$ cat src/rtl/nor_logic_unit.sv
// Pipelined bitwise NOR stage with valid qualifier, reduction flags and a
// saturating count of all-ones results.
module nor_logic_unit #(
  parameter int WIDTH  = 1,
  parameter int STAGES = 1
) (
  input  logic             clk,
  input  logic             rst_n,
  input  logic             en,
  input  logic [WIDTH-1:0] I1,
  input  logic [WIDTH-1:0] I2,
  output logic [WIDTH-1:0] O,
  output logic             O_valid,
  output logic             O_all,
  output logic             O_any,
  output logic [15:0]      match_cnt
);

  logic [STAGES-1:0][WIDTH-1:0] data_q, data_d;
  logic [STAGES-1:0]            v_q, v_d;
  logic [15:0]                  match_cnt_q, match_cnt_d;
  logic                         load_match;

  // Stage 0 samples the operands; later stages only advance on a valid bubble-free slot.
  assign v_d[0]    = en;
  assign data_d[0] = en ? ~(I1 | I2) : data_q[0];

  for (genvar gi = 1; gi < STAGES; gi++) begin : g_stage
    assign v_d[gi]    = v_q[gi-1];
    assign data_d[gi] = v_q[gi-1] ? data_q[gi-1] : data_q[gi];
  end

  // Count the value that is about to land in the output stage.
  assign load_match = v_d[STAGES-1] && (&data_d[STAGES-1]);

  always_comb begin
    match_cnt_d = match_cnt_q;
    if (load_match && (match_cnt_q != 16'hFFFF)) begin
      match_cnt_d = match_cnt_q + 16'd1;
    end
  end

  always_ff @(posedge clk) begin
    if (!rst_n) begin
      data_q      <= '0;
      v_q         <= '0;
      match_cnt_q <= '0;
    end else begin
      data_q      <= data_d;
      v_q         <= v_d;
      match_cnt_q <= match_cnt_d;
    end
  end

  assign O         = data_q[STAGES-1];
  assign O_valid   = v_q[STAGES-1];
  assign O_all     = &data_q[STAGES-1];
  assign O_any     = |data_q[STAGES-1];
  assign match_cnt = match_cnt_q;

endmodule

$ cat config.mk
export PLATFORM = sky130hd
export DESIGN_NAME = nor_logic_unit
export DESIGN_NICKNAME = d
export VERILOG_FILES = /design/src/rtl/nor_logic_unit.sv
export SDC_FILE = /design/constraint.sdc
export NUM_CORES = 1
export LEC_CHECK = 0
export ABC_AREA = 1
export CAP_MARGIN = 0
export CORE_MARGIN = 2
export CORE_UTILIZATION = 44
export CTS_BUF_LIST = sky130_fd_sc_hd__clkbuf_16
export CTS_CLUSTER_DIAMETER = 40
export DETAILED_ROUTE_END_ITERATION = 16
export PLACE_DENSITY_LB_ADDON = 0.2
export SLEW_MARGIN = 20
export SYNTH_ARGS = -nofsm -noshare
export SYNTH_HDL_FRONTEND = slang
export SYNTH_SLANG_ARGS = --single-unit
$ cat constraint.sdc
create_clock -name clk -period 1.45 [get_ports clk]
set_input_delay 0.29 -clock clk [delete_from_list [all_inputs] [get_ports clk]]
set_output_delay 0.29 -clock clk [all_outputs]
set_load 0.01 [all_outputs]
==> flow_metrics.env <==
export IMPL_dp_slack_ns=-0.199
export IMPL_num_antenna_cells=0
export IMPL_hp_start="O"
export IMPL_period_share=0.936
export IMPL_place_area_mm2=0.00137
export IMPL_slew_viol_final=0
export IMPL_dp_hpwl_mm=1.90
export IMPL_grt_antenna_before_repair=0
export IMPL_cts_buffers=3
export IMPL_drt_wl_total_mm=2.74
export IMPL_setup_viol=0
export IMPL_m1WireLength_mm=1.25
export IMPL_place_inst=216
export IMPL_setup_ws_ns=0.0933
export IMPL_grt_max_degree=15
export IMPL_final_layout_size_suffix_gt1_frac=0.227
export IMPL_vias=1164
export IMPL_cp_top_family="buffers and inverters"
export IMPL_max_freq_ghz=0.737
export IMPL_dr_wl_met2_mm=1.26
export IMPL_die_area_mm2=0.00284
export IMPL_grt_pass1_wl_mm=4.29
export IMPL_clockBufferDepth=2
export IMPL_status="finished, final reports clean"
export IMPL_drtIter0Drc=24
export IMPL_clk_pin_slew_ns=0.05
export IMPL_maxCapViolCount=0
export IMPL_core_area_mm2=0.00225
export IMPL_routed_top_layer="met4"
export IMPL_critPathLaunch="O_valid"
export IMPL_p_leak_nw=0.789
export IMPL_min_period_ns=1.36
export IMPL_syn_avg_cell_area_um2=6.67
export IMPL_cpMaxStageDelayCell="clkdlybuf4s50_1"
export IMPL_met3_length_um=177
export IMPL_crit_chain="clkdlybuf4s50_1"
export IMPL_worst_pin_slew_ns=0.234
export IMPL_fin_skew_ns=0.00123
export IMPL_synthesis_nets=166
export IMPL_wire_per_inst_um=12.4
export IMPL_hold_buffers=0
export IMPL_yosysSeqAreaShare=0.338
export IMPL_grt_remaining_overflow=0
export IMPL_critPathKind="reg -> out"
export IMPL_critical_path_max_fanout=1
export IMPL_crit_cells=1
export IMPL_startpoint_type="flop"
export IMPL_vias_per_cell=5.24
export IMPL_power_density_mw_per_mm2=747
export IMPL_area_growth_syn_to_layout_pct=43.3
export IMPL_drcViolationCount=0
export IMPL_cts_sinks=18
export IMPL_critical_path_max_stage_delay_ns=0.52
export IMPL_reg2reg_depth=8
export IMPL_rsz0062_at_grt="true"
export IMPL_cts_tree="done"
export IMPL_yosys_cell_types_count=20
export IMPL_cp_required_ns=1.16
export IMPL_syn_area_mm2=0.00107
export IMPL_antenna_left=0
export IMPL_track_usage=0.211
export IMPL_crit_buf_inv=1
export IMPL_clk_latency_ns=0.25
export IMPL_holdCritPathClass="reg -> reg"
export IMPL_yosysWarnings=0
export IMPL_ys_ff_latch=18
export IMPL_vdd_drop_max_mv=0.569
export IMPL_slew_headroom=0.843
export IMPL_stdcell_count=222
export IMPL_design_area_mm2=0.00153
export IMPL_port_buffers=24
export IMPL_die_h_um=53.3
export IMPL_cts_max_level=1
export IMPL_root_buffer="clkbuf_16"
export IMPL_worstSetupEndpointType="output pin"
export IMPL_num_io_pins=25
export IMPL_netlist_instances=160
export IMPL_die_width_um=53.3
export IMPL_dr_pass1_iters=4
export IMPL_worstReg2RegStart="match_cnt[0]"
export IMPL_gp_congestion=0.866
export IMPL_grt_pass1_vias=1024
export IMPL_start_util=0.473
export IMPL_finalHoldViolations=0
export IMPL_whs_path_depth=2
export IMPL_rows=17
export IMPL_cp_data_arrival_time_ns=1.07
export IMPL_layout_nets=201
placed cells by master, fill, tap and decap left out, types with 2 or more instances in the layout:
cell type	Yosys	final
nor3_1	2	2
inv_1	13	13
dfxtp_2	0	10
nand3_1	14	13
a21oi_1	13	13
nor2_4	5	7
o21ai_1	3	3
clkdlybuf4s50_1	0	3
dfxtp_1	18	7
nor2_2	2	3
nand2_2	2	3
buf_4	3	9
clkbuf_16	0	3
nand2_1	41	39
nand2_4	2	3
nand4_1	3	3
dlygate4sd2_1	0	14
nor2_1	33	30
dlymetal6s2s_1	0	7
registers in the layout, summed over array words and instances, names as in the netlist:
name and cells:
O_valid 1, O 1, match_cnt 16
cells by family (layout without fill, tap and decap cells):
family / Yosys count / in the layout / share of synthesized area
AOI/OAI and AO/OA: 18 / 18 / 0.0950
xor gates and xnor gates: 1 / 1 / 0.00821
adders and majority gates: 1 / 1 / 0.0117
buffers and inverters: 17 / 50 / 0.0774
DFF: 18 / 18 / 0.338
and+or+nand+nor: 105 / 106 / 0.470
worst min-delay path: stages, from the launching register on:
cell and delay [ns]:
dfxtp_1 0.32, nand2_1 0.06, a21oi_1 0.05
path summary, 6_finish.rpt:
| path | end | slack, ns |
|---|---|---|
| max | O_valid | 0.09 |
| min | O | 0.48 |
| max reg2reg | match_cnt[12] | 0.10 |
| min reg2reg | O | 0.48 |
where the power goes:
part           switching [mW]  leakage [nW]  internal (mW)
Sequential            0.00395         0.151          0.499
Clock                   0.187        0.0385          0.367
Combinational          0.0441         0.599         0.0406
Total                   0.235         0.789          0.906
cells in the mapped netlist, drive strengths merged:
library cell | n | area, um^2
nand2 | 45 | 189
nor2 | 40 | 193
dfxtp | 18 | 360
nand3 | 14 | 70.1
a21oi | 13 | 65.1
inv | 13 | 48.8
o21ai | 5 | 36.3
buf | 4 | 33.8
nand4 | 4 | 40.0
nor3 | 2 | 10.0
ha | 1 | 12.5
xor2 | 1 | 8.76
final cells by class:
cell class,count,area (um^2)
repair buffers,33,308
well taps,28,35.0
fillers,200,726
flip-flops and latches,18,377
clock inverters,1,3.75
clock buffers,3,75.1
inverters,13,48.8
multi-input cells,126,682
what timing repair did:
item	CTS	global route
gates cloned	0	1
endpoints found under the setup margin	19	21
gates resized for setup	23	21
pin swaps	3	5
setup buffers	0	1
layer usage:
layer / global-route usage / vias to the layer above
li1: - / 582
met1: 0.264 / 524
met2: 0.342 / 51
met3: 0.0367 / 7
met4: 0.111 / 0
met5: 0 / -
metrics by stage:
stage | hold WS (ns) | utilization | setup TNS, ns | power [mW]
after floorplan | 0.383 | - | 0 | 0.552
after global placement | 0.479 | 0.607 | -1.58 | 0.592
after detailed placement | 0.485 | 0.607 | -1.92 | 0.594
after CTS | 0.491 | 0.640 | -0.00362 | 1.14
after global routing | 0.521 | 0.678 | -0.00117 | 1.18
final | 0.480 | 0.678 | 0 | 1.14
(Power assumes the default switching activity.)
